## config.mk

```make
export PLATFORM = sky130hd
export DESIGN_NAME = n64_readcmd_tx
export DESIGN_NICKNAME = d
export VERILOG_FILES = /design/src/rtl/n64_pkg.sv /design/src/rtl/n64_symbol_timer.sv /design/src/rtl/n64_readcmd_tx.sv
export SDC_FILE = /design/constraint.sdc
export NUM_CORES = 1
export LEC_CHECK = 0
export ABC_CLOCK_PERIOD_IN_PS = 2000
export CAP_MARGIN = 5
export CORE_MARGIN = 2
export CORE_UTILIZATION = 45
export CTS_CLUSTER_SIZE = 24
export DETAILED_ROUTE_END_ITERATION = 8
export DONT_BUFFER_PORTS = 1
export REMOVE_ABC_BUFFERS = 1
export SKIP_LAST_GASP = 1
export SYNTH_ARGS = -nofsm -noshare
export SYNTH_HDL_FRONTEND = slang
export SYNTH_SLANG_ARGS = --single-unit
```

## constraint.sdc

```tcl
create_clock -name clk_4M -period 2 [get_ports clk_4M]
set_input_delay 0.1 -clock clk_4M [delete_from_list [all_inputs] [get_ports clk_4M]]
set_output_delay 0.1 -clock clk_4M [all_outputs]
set_load 0.01 [all_outputs]
```

## src/rtl/n64_pkg.sv

```systemverilog
// rtl/n64_pkg.sv - shared constants for the N64 controller link
package n64_pkg;

    localparam logic [2:0] ST_IDLE    = 3'd0;
    localparam logic [2:0] ST_BIT_LO  = 3'd1;
    localparam logic [2:0] ST_BIT_HI  = 3'd2;
    localparam logic [2:0] ST_STOP_LO = 3'd3;
    localparam logic [2:0] ST_STOP_HI = 3'd4;
    localparam logic [2:0] ST_RX_WAIT = 3'd5;

    localparam logic [7:0] N64_CMD_STATUS = 8'h00;
    localparam logic [7:0] N64_CMD_POLL   = 8'h01;
    localparam logic [7:0] N64_CMD_RESET  = 8'hFF;

    localparam int N64_US_CYC = 4;

    // Symbol durations in microseconds; a data bit's high time is the other of the pair.
    localparam int N64_BIT_LONG_US  = 3;
    localparam int N64_BIT_SHORT_US = 1;
    localparam int N64_STOP_LO_US   = 1;
    localparam int N64_STOP_HI_US   = 2;

    function automatic int n64_max3(input int a, input int b, input int c);
        int m;
        m = (a > b) ? a : b;
        return (m > c) ? m : c;
    endfunction

endpackage

```

## src/rtl/n64_symbol_timer.sv

```systemverilog
// rtl/n64_symbol_timer.sv - loadable down-counter with expiry flag
module n64_symbol_timer #(
    parameter int W = 10
) (
    input  logic         clk,
    input  logic         rst_n,
    input  logic         load,
    input  logic [W-1:0] load_val,
    output logic         expired
);

    logic [W-1:0] count;

    // Loaded with duration-1, so a load at edge E is seen expired at edge E+duration.
    always_ff @(posedge clk or negedge rst_n) begin
        if (!rst_n) begin
            count <= '0;
        end else if (load) begin
            count <= load_val;
        end else if (count != '0) begin
            count <= count - W'(1);
        end
    end

    assign expired = (count == '0);

endmodule

```

## src/rtl/n64_readcmd_tx.sv

```systemverilog
// rtl/n64_readcmd_tx.sv - N64 console command transmitter with receive window
module n64_readcmd_tx
    import n64_pkg::*;
#(
    parameter logic [7:0] CMD       = N64_CMD_POLL,
    parameter int          US_CYC    = N64_US_CYC,
    parameter int          RX_WINDOW = 600
) (
    input  logic clk_4M,
    input  logic rst_n,
    input  logic start,
    output logic dout,
    output logic busy,
    output logic rx_en,
    output logic done
);

    localparam int TW = $clog2(n64_max3(N64_BIT_LONG_US * US_CYC,
                                        N64_STOP_HI_US * US_CYC, RX_WINDOW));

    localparam logic [TW-1:0] T_SHORT   = TW'(N64_BIT_SHORT_US * US_CYC - 1);
    localparam logic [TW-1:0] T_LONG    = TW'(N64_BIT_LONG_US * US_CYC - 1);
    localparam logic [TW-1:0] T_STOP_LO = TW'(N64_STOP_LO_US * US_CYC - 1);
    localparam logic [TW-1:0] T_STOP_HI = TW'(N64_STOP_HI_US * US_CYC - 1);
    localparam logic [TW-1:0] T_RX      = TW'(RX_WINDOW - 1);

    logic [2:0]    state;
    logic [2:0]    state_nx;
    logic [2:0]    idx;
    logic [2:0]    idx_nx;
    logic [2:0]    idx_dec;
    logic [7:0]    cmd_bits;
    logic          start_q;
    logic          tmr_load;
    logic [TW-1:0] tmr_val;
    logic          tmr_exp;

    assign cmd_bits = CMD;
    assign idx_dec  = idx - 3'd1;

    n64_symbol_timer #(.W(TW)) u_timer (
        .clk      (clk_4M),
        .rst_n    (rst_n),
        .load     (tmr_load),
        .load_val (tmr_val),
        .expired  (tmr_exp)
    );

    always_comb begin
        state_nx = state;
        idx_nx   = idx;
        tmr_load = 1'b0;
        tmr_val  = '0;
        case (state)
            ST_IDLE: begin
                if (start_q) begin
                    state_nx = ST_BIT_LO;
                    idx_nx   = 3'd7;
                    tmr_load = 1'b1;
                    tmr_val  = cmd_bits[7] ? T_SHORT : T_LONG;
                end
            end
            ST_BIT_LO: begin
                if (tmr_exp) begin
                    state_nx = ST_BIT_HI;
                    tmr_load = 1'b1;
                    tmr_val  = cmd_bits[idx] ? T_LONG : T_SHORT;
                end
            end
            ST_BIT_HI: begin
                if (tmr_exp) begin
                    tmr_load = 1'b1;
                    if (idx != 3'd0) begin
                        state_nx = ST_BIT_LO;
                        idx_nx   = idx_dec;
                        tmr_val  = cmd_bits[idx_dec] ? T_SHORT : T_LONG;
                    end else begin
                        state_nx = ST_STOP_LO;
                        tmr_val  = T_STOP_LO;
                    end
                end
            end
            ST_STOP_LO: begin
                if (tmr_exp) begin
                    state_nx = ST_STOP_HI;
                    tmr_load = 1'b1;
                    tmr_val  = T_STOP_HI;
                end
            end
            ST_STOP_HI: begin
                if (tmr_exp) begin
                    state_nx = ST_RX_WAIT;
                    tmr_load = 1'b1;
                    tmr_val  = T_RX;
                end
            end
            ST_RX_WAIT: begin
                if (tmr_exp) begin
                    state_nx = ST_IDLE;
                end
            end
            default: state_nx = ST_IDLE;
        endcase
    end

    // start is captured only in IDLE and acted on one cycle later; outputs follow state_nx.
    always_ff @(posedge clk_4M or negedge rst_n) begin
        if (!rst_n) begin
            state   <= ST_IDLE;
            idx     <= 3'd7;
            start_q <= 1'b0;
            dout    <= 1'b1;
            busy    <= 1'b0;
            rx_en   <= 1'b0;
            done    <= 1'b0;
        end else begin
            state   <= state_nx;
            idx     <= idx_nx;
            start_q <= start && (state == ST_IDLE) && !start_q;
            dout    <= !((state_nx == ST_BIT_LO) || (state_nx == ST_STOP_LO));
            busy    <= (state_nx != ST_IDLE);
            rx_en   <= (state_nx == ST_RX_WAIT);
            done    <= (state == ST_RX_WAIT) && (state_nx == ST_IDLE);
        end
    end

endmodule
```

==> flow_metrics.py, run 1 <==
metrics = {
    "placement": {
        "io_buffers": 0,
        "place.gp.congestion": 0.798,
        "dp_hpwl_um": 1920,
        "dpl_worst_slack_ps": 147,
    },
    "sta": {
        "period_share_pct": 93.5,
        "fin_crit_ps": 1870,
        "skew_ps": 4.86,
        "layout_setup_ws_ps": 129,
        "final-setup-viol-count": 0,
        "tightestPinTransition_ps": 954,
        "slew_headroom_pct": 36.2,
        "finalHoldViolCount": 0,
        "rsz0062_at_grt": "no",
        "fmax_mhz": 535,
        "timing.setup.tns_ps": 0,
        "drv_slew": 0,
    },
    "logic_synthesis": {
        "syn_avg_cell_area_um2": 9.38,
        "synth-edff-count": 0,
        "synth-warning-count": 0,
        "synth_seq_cells": 21,
        "synth_top_area_share_pct": 34.1,
        "syn_area_um2": 1250,
        "synthArstFlopShare_pct": 100,
        "synthTopCellsByArea": "dfrtp_1 (34%), dfstp_2 (8.4%), ha_1 (5.0%)",
        "yosys.area.top_type": "dfrtp_1",
        "ys_seq_area_share_pct": 42.5,
        "synthFlopType": "dfrtp_1",
        "netlist_instances": 133,
        "ys_types": 44,
    },
    "cts": {
        "tritoncts": "built",
        "root_buffer": "clkbuf_4",
        "insertion_delay_ps": 300,
        "cts-buffers-inserted": 3,
        "clk_path_buf_depth": 2,
        "path_clk_slew_ps": 120,
        "clkSinkCount": 21,
        "htree_levels": 1,
    },
    "floorplanning": {
        "die_area_um2": 3210,
        "dieWidth_um": 56.7,
        "initial_core_util_pct": 46.4,
        "dieHeight_um": 56.7,
        "fp-row-count": 19,
        "coreArea_um2": 2690,
        "io_pins": 7,
    },
    "setup_path": {
        "cp.required_ps": 2230,
        "worstPathArrival_ps": 2100,
        "critPathMaxFanout": 12,
        "crit_path_start_kind": "flip-flop",
        "critPathKind": "reg -> reg",
        "endpoint_kind": "flip-flop",
    },
    "finish": {
        "antenna_cells": 0,
        "nets": 153,
        "layout-drive-gt1-share_pct": 18.1,
        "layout_commonest_cell": "dfrtp_1",
        "syn_to_final_growth_pct": 10.3,
        "seq_area_um2": 531,
        "mostFrequentLayoutCells": "dfrtp_1 (17), nor2_1 (15), nand2_1 (11), o21ai_0 (10), buf_4 (10)",
        "n_fill_cell": 259,
        "multi_input_area_um2": 659,
    },
    "routing": {
        "vias_per_cell": 5.65,
        "drc": 0,
        "wire_per_inst_um": 14.7,
        "drt-initial-drc-count": 34,
        "ant_nets": 0,
        "routed_wl_um": 2570,
        "vias": 989,
        "drt_pass1_iterations": 4,
    },
    "grt": {
        "antenna_found_initial": 0,
        "grt_pass1_wl_um": 4450,
        "overflow": 0,
        "grt_pass1_vias": 1005,
        "grt_max_degree": 22,
        "grt_use_total_pct": 17.8,
    },
    "power": {
        "finalPower_mw": 1.80,
        "powerDensity_nw_per_um2": 1310,
        "peakVddDrop_mv": 0.700,
        "leakage_nw": 0.608,
    },
    "min_path": {
        "min_path_type": "in -> async",
    },
    "run": {
        "maxCapViolCount": 0,
    },
    "outcome": {
        "status": "finished, final reports clean",
    },
}
## stage by stage
step                      hold slack [ps]  utilization [%]  instances  area (µm²)
after floorplan                      -196                -        128        1210
after global placement               -195             49.0        168        1320
after detailed placement             -195             49.0        168        1320
after CTS                             423             50.7        174        1360
after global routing                  438             51.2        175        1380
final                                 383             51.2        175        1380
## final timing paths
kind	from	cells after the start	end	slack, ps
worst max-delay path	u_timer.count[0]	7	u_timer.count[7]	130
worst min-delay path	rst_n	1	done	380
worst max register to register	u_timer.count[0]	7	u_timer.count[7]	130
worst min register to register	u_timer.count[9]	1	done	530
max in group asynchronous	rst_n	1	state[1]	1040
min in group clk_4M	start	2	start_q	450
## registers in the layout, summed over array words and instances (netlist names)
signal and count:
idx 3, u_timer.count 10, busy 1, dout 1, rx_en 1, state 3, done 1, start_q 1
## logic make-up after synthesis
| logic type | after synthesis | synth area share (%) |
|---|---|---|
| AND/OR/NAND/NOR | 57 | 25.7 |
| AO/OA/AOI/OAI | 29 | 15.0 |
| flip-flops | 21 | 42.5 |
| buffers and inverters | 12 | 5.22 |
| XOR/XNOR | 7 | 4.91 |
| adder cells (fa/ha/maj) | 5 | 5.02 |
| multiplexers | 2 | 1.60 |
## final cells by class
class                      instances  area share (%)
multi-input combinational        100            47.9
tap                               31            2.82
timing repair buffer              12            6.91
inverter                           7            1.91
sequential                        21            38.5
clock buffer                       4            1.91
## repair_timing
action                     CTS  global route
hold endpoints to repair    22             0
setup buffers                0             1
setup endpoints to repair    0             8
hold buffers                 2             0
gates resized for setup      0             2
## power by group
part,internal [mW],switching [mW],total [mW]
registers,0.597,0.188,0.785
clock network,0.0776,0.126,0.203
logic,0.403,0.412,0.815
## layer usage
| metal | track usage, % | part of all wire, % |
|---|---|---|
| met4 | 6.12 | 0.90 |
| met5 | 0 | 0 |
| met2 | 30.1 | 52 |
| met1 | 23.1 | 44 |
| met3 | 2.53 | 2.5 |
## Yosys cell counts, types with 2 or more instances
master	n
and2_1	2
inv_1	7
nand2_1	11
nor3_1	6
nor2_1	16
dfrtp_1	17
mux2i_1	2
nor2b_1	2
a311oi_1	2
buf_2	2
xnor2_1	4
nand3_1	3
nor4_1	2
ha_1	5
nor3b_1	3
xor2_1	3
a21oi_1	7
o21ai_0	10
dfstp_2	4
## worst max-delay path, cell delays in order, from the launching register on
cell and delay (ps):
dfrtp_1 400, inv_1 90, ha_1 210, nor3b_2 160, buf_4 140, and3_4 220, or3_2 450, a21oi_1 130
(Power assumes the default switching activity.)
==> run 2, diff against run 1 <==
--- a/config.mk
+++ b/config.mk
@@ -5,6 +5,7 @@
 export SDC_FILE = /design/constraint.sdc
 export NUM_CORES = 1
 export LEC_CHECK = 0
+export ABC_AREA = 1
 export ABC_CLOCK_PERIOD_IN_PS = 2000
 export CAP_MARGIN = 5
 export CORE_MARGIN = 2
==> flow_metrics.py, run 2 <==
metrics = {
    "setup_path": {
        "reg2reg_from": "u_timer.count[0]",
        "path_buf_inv": 1,
        "critical_path.cell_chain": "inv_1, ha_1, nand2_1, nor2_4, nand2_2, nand2_1, nand3_1, nor2_1, nand2_1, nor2_1",
        "worstRegToRegCells": 10,
        "endpoint_kind": "flip-flop",
        "rr_endpoint": "done",
        "timing.critical_path.mode_cell": "nand2_1",
        "r2r_slack_ps": 350,
        "critPathMaxFanout": 7,
        "worstPathArrival_ps": 1880,
        "crit_path_start_kind": "flip-flop",
        "slowest_delay_ps": 390,
        "critPathKind": "reg -> reg",
        "cp.required_ps": 2240,
        "critical_path.top_delay_family": "simple AND/OR/NAND/NOR gates",
        "slowest_stage": "dfrtp_1",
    },
    "routing": {
        "routed_wl_um": 2330,
        "ant_nets": 0,
        "vias_per_cell": 5.05,
        "vias": 964,
        "drt-initial-drc-count": 33,
        "drt_pass1_iterations": 4,
        "drc": 0,
        "wire_per_inst_um": 12.2,
    },
    "cts": {
        "clk_path_buf_depth": 2,
        "cts-resized-gates": 0,
        "clkSinkCount": 21,
        "htree_levels": 1,
        "cts-buffers-inserted": 3,
        "tritoncts": "built",
        "path_clk_slew_ps": 110,
        "insertion_delay_ps": 300,
        "post_cts_buffers": 0,
        "cts_hold_buf": 2,
        "root_buffer": "clkbuf_4",
    },
    "sta": {
        "period_share_pct": 82.3,
        "finalHoldViolCount": 0,
        "rsz0062_at_grt": "no",
        "slew_headroom_pct": 39.2,
        "skew_ps": 2.20,
        "timing.setup.tns_ps": 0,
        "drv_slew": 0,
        "tightestPinTransition_ps": 909,
        "fmax_mhz": 608,
        "final-setup-viol-count": 0,
        "fin_crit_ps": 1650,
    },
    "finish": {
        "antenna_cells": 0,
        "syn_to_final_growth_pct": 6.97,
        "largest_reg_flops": 10,
        "layout-drive-gt1-share_pct": 15.6,
        "largest_register": "u_timer.count",
        "layout_commonest_cell": "nor2_1",
        "postLayoutCellArea_um2": 1330,
        "mostFrequentLayoutCells": "nor2_1 (24), nand2_1 (23), inv_1 (20), nand3_1 (18), dfrtp_1 (17)",
        "nets": 169,
        "largestRegisters": "u_timer.count (10), idx (3), state (3)",
    },
    "power": {
        "peakVddDrop_mv": 0.767,
        "leakage_nw": 0.669,
        "finalPower_mw": 1.85,
        "powerDensity_nw_per_um2": 1400,
    },
    "floorplanning": {
        "die_area_um2": 3190,
        "dieHeight_um": 56.5,
        "io_pins": 7,
        "fp-row-count": 19,
        "coreArea_um2": 2690,
        "initial_core_util_pct": 46.1,
        "dieWidth_um": 56.5,
    },
    "placement": {
        "io_buffers": 0,
        "place.gp.congestion": 0.870,
        "dp_hpwl_um": 1850,
        "dpl_cell_area_um2": 1280,
    },
    "logic_synthesis": {
        "ys_types": 24,
        "yosys.area.top_type": "dfrtp_1",
        "syn_avg_cell_area_um2": 8.04,
        "synthFlopType": "dfrtp_1",
        "synth_top_area_share_pct": 34.3,
        "yosysMostFrequentCell": "nor2_1",
        "synth-edff-count": 0,
        "synth-warning-count": 0,
        "ys_seq_area_share_pct": 42.8,
        "synthTopCellsByCount": "nor2_1 (24), nand2_1 (23), inv_1 (20)",
        "netlist_instances": 154,
        "synth_seq_cells": 21,
        "synthTopCellsByArea": "dfrtp_1 (34%), dfstp_2 (8.5%), nand3_1 (7.3%)",
        "synthArstFlopShare_pct": 100,
        "syn_area_um2": 1240,
    },
    "outcome": {
        "status": "finished, final reports clean",
    },
    "grt": {
        "grt_pass1_wl_um": 4140,
        "grt_max_degree": 22,
        "overflow": 0,
        "antenna_found_initial": 0,
        "grt_pass1_vias": 924,
        "grt_use_total_pct": 17.0,
    },
    "min_path": {
        "min_path_type": "in -> async",
    },
    "run": {
        "maxCapViolCount": 0,
    },
}
## run 2: cells by family (layout without fill, tap and decap cells)
family | count (synthesis) | count (layout) | synth area share (%)
flip-flops | 21 | 21 | 42.8
AO/OA/AOI/OAI | 16 | 16 | 6.97
AND/OR/NAND/NOR | 82 | 82 | 33.0
XOR/XNOR | 7 | 7 | 4.95
adder cells (fa/ha/maj) | 5 | 5 | 5.05
buffers and inverters | 23 | 29 | 7.17
## run 2: how the worst max path moves through the flow
stage | cells after the start | end | slack, ps | startpoint
floorplan | 9 | done | 550 | u_timer.count[0]
global placement | 10 | done | 380 | u_timer.count[0]
detailed placement | 10 | done | 360 | u_timer.count[0]
CTS | 10 | done | 330 | u_timer.count[0]
global route | 10 | done | 130 | u_timer.count[0]
finish | 10 | done | 350 | u_timer.count[0]
## run 2: final cells by class
class                      count  area, µm²
tap                           31       38.8
timing repair buffer           2       20.0
fill                         266       1360
clock buffer                   3       22.5
clock inverter                 1       5.00
sequential                    21        531
multi-input combinational    110        619
inverter                      23       88.8
## run 2: power breakdown
part / switching [mW] / total, mW / internal [mW] / leakage, nW
Clock: 0.123 / 0.197 / 0.0745 / 0.0177
Combinational: 0.587 / 0.893 / 0.306 / 0.396
Sequential: 0.147 / 0.761 / 0.614 / 0.256
Total: 0.857 / 1.85 / 0.995 / 0.669
## run 2: per-stage QoR
stage	util (%)	hold slack, ps	setup slack, ps	cells
2_1_floorplan	-	-196	548	154
3_3_place_gp	47.6	-195	377	185
3_5_place_dp	47.6	-195	360	185
4_1_cts	49.3	402	327	191
5_1_grt	49.3	460	134	191
6_report	49.3	368	354	191
## run 2: routing by layer
layer  track usage [%]  up-vias  share of wire [%]
li1                  -      499                  -
met1              23.2      444                 47
met2              26.6       19                 49
met3              2.30        2                2.8
met4              7.82        0               0.73
met5                 0        -                  0
==> run 3, diff against run 2 <==
--- a/config.mk
+++ b/config.mk
@@ -6,7 +6,7 @@
 export NUM_CORES = 1
 export LEC_CHECK = 0
 export ABC_AREA = 1
-export ABC_CLOCK_PERIOD_IN_PS = 2000
+export ABC_CLOCK_PERIOD_IN_PS = 1500
 export CAP_MARGIN = 5
 export CORE_MARGIN = 2
 export CORE_UTILIZATION = 45
==> constraint.sdc (replaced) <==
create_clock -name clk_4M -period 1.5 [get_ports clk_4M]
set_input_delay 0.075 -clock clk_4M [delete_from_list [all_inputs] [get_ports clk_4M]]
set_output_delay 0.075 -clock clk_4M [all_outputs]
set_load 0.01 [all_outputs]
==> flow_metrics.py, run 3 (same netlist as run 2, synthesis figures left out) <==
metrics = {
    "outcome": {
        "status": "finished, final reports clean",
    },
    "sta": {
        "final-setup-viol-count": 0,
        "tightestPinTransition_ps": 902,
        "fin_crit_ps": 1490,
        "skew_ps": 4.00,
        "drv_slew": 0,
        "finalHoldViolCount": 0,
        "slew_headroom_pct": 39.7,
        "holdWs_ps": 340,
        "rsz0062_at_grt": "yes",
        "fmax_mhz": 671,
        "period_share_pct": 99.4,
    },
    "power": {
        "powerDensity_nw_per_um2": 1840,
        "leakage_nw": 0.782,
        "peakVddDrop_mv": 1.20,
    },
    "placement": {
        "io_buffers": 0,
        "dp_hpwl_um": 1890,
        "dpl_cell_area_um2": 1380,
        "place.gp.congestion": 0.861,
    },
    "setup_path": {
        "timing.critical_path.mode_cell": "inv_2",
        "slowest_delay_ps": 570,
        "cp.required_ps": 1730,
        "r2r_slack_ps": 9,
        "slowest_stage": "dfstp_2",
        "rr_endpoint": "idx[0]",
        "worstRegToRegCells": 9,
        "crit_path_start_kind": "flip-flop",
        "endpoint": "idx[0]",
        "critPathKind": "reg -> reg",
        "critical_path.cell_chain": "inv_4, ha_4, inv_2, nor2_4, o21ai_2, inv_2, a21oi_4, nor2_1, a21oi_1",
        "crit_path_start": "idx[0]",
        "path_depth": 9,
        "endpoint_kind": "flip-flop",
        "critPathMaxFanout": 4,
        "worstPathArrival_ps": 1720,
        "reg2reg_from": "idx[0]",
        "path_buf_inv": 3,
        "critical_path.top_delay_family": "flip-flops",
    },
    "floorplanning": {
        "coreArea_um2": 2690,
        "dieWidth_um": 56.5,
        "fp-row-count": 19,
        "dieHeight_um": 56.5,
        "io_pins": 7,
        "initial_core_util_pct": 46.1,
        "die_area_um2": 3190,
    },
    "finish": {
        "syn_to_final_growth_pct": 33.1,
        "nets": 188,
        "layout-drive-gt1-share_pct": 40.2,
        "mostFrequentLayoutCells": "nand2_1 (21), buf_4 (19), nor2_1 (18), nand3_1 (15), dfrtp_1 (15)",
        "largest_register": "u_timer.count",
        "largestRegisters": "u_timer.count (10), idx (3), state (3)",
        "antenna_cells": 0,
        "largest_reg_flops": 10,
        "layout_commonest_cell": "nand2_1",
        "postLayoutCellArea_um2": 1650,
    },
    "grt": {
        "grt_pass1_vias": 1041,
        "grt_pass1_wl_um": 4400,
        "overflow": 0,
        "grt_max_degree": 22,
        "antenna_found_initial": 0,
        "grt_use_total_pct": 17.6,
    },
    "cts": {
        "path_clk_slew_ps": 110,
        "cts-buffers-inserted": 3,
        "root_buffer": "clkbuf_4",
        "insertion_delay_ps": 290,
        "htree_levels": 1,
        "clk_path_buf_depth": 2,
        "clkSinkCount": 21,
        "tritoncts": "built",
    },
    "min_path": {
        "min_path_type": "in -> async",
    },
    "routing": {
        "wire_per_inst_um": 12.8,
        "ant_nets": 0,
        "drt_pass1_iterations": 4,
        "vias_per_cell": 5.14,
        "drt-initial-drc-count": 32,
        "drc": 0,
        "vias": 1080,
        "routed_wl_um": 2690,
    },
    "run": {
        "maxCapViolCount": 0,
    },
}
-- run 3: cell types whose count changed in the layout (fill, tap and decap cells not counted), moves of 4 or more --
cell	before	now
buf_4	0	19
inv_1	20	13
nor2_1	24	18
ha_1	5	1
nor2_4	2	6
-- run 3: worst min path at each step --
stage	end	slack, ps
after floorplan	busy	-220
final	u_timer.count[0]	340
after CTS	u_timer.count[0]	380
after global routing	u_timer.count[0]	440
after global placement	u_timer.count[8]	-220
after detailed placement	u_timer.count[0]	-220
-- run 3: per-stage QoR --
step | setup WS (ps) | setup TNS, ps | cells | util, % | power [mW]
detailed placement | -52.3 | -128 | 198 | 51.2 | 2.32
CTS | 4.44 | 0 | 205 | 53.8 | 2.64
floorplan | 47.6 | 0 | 154 | - | 1.94
finish | 8.93 | 0 | 210 | 61.4 | 3.03
global placement | -37.9 | -100 | 198 | 51.2 | 2.29
global route | -87.7 | -494 | 210 | 61.4 | 3.30
-- run 3: cell type report --
class / instances / area (µm²)
clock buffers: 4 / 26.3
multi-input cells: 110 / 786
repair buffers: 21 / 163
fillers: 246 / 1040
flip-flops and latches: 21 / 533
well taps: 31 / 38.8
inverters: 23 / 103
-- run 3: timing repair --
item                                    in CTS  in global routing
buffers inserted                             1                  5
endpoints found under the hold margin       22                  0
hold buffers                                 2                  0
pin swaps                                    2                 19
resized for setup                            7                 43
endpoints found under the setup margin       4                 18
-- run 3: power breakdown --
group          total (mW)  switching, mW  internal (mW)  leakage (nW)
clock network       0.266          0.162          0.103        0.0150
logic                1.70          0.975          0.720         0.515
registers            1.07          0.248          0.823         0.252
total                3.03           1.39           1.65         0.782
-- run 3: per-layer routing --
metal  GRT usage, %  wire length (µm)
met2           29.2              1420
met4           7.82                33
met5              0                 0
met1           22.4              1180
met3           2.76                65
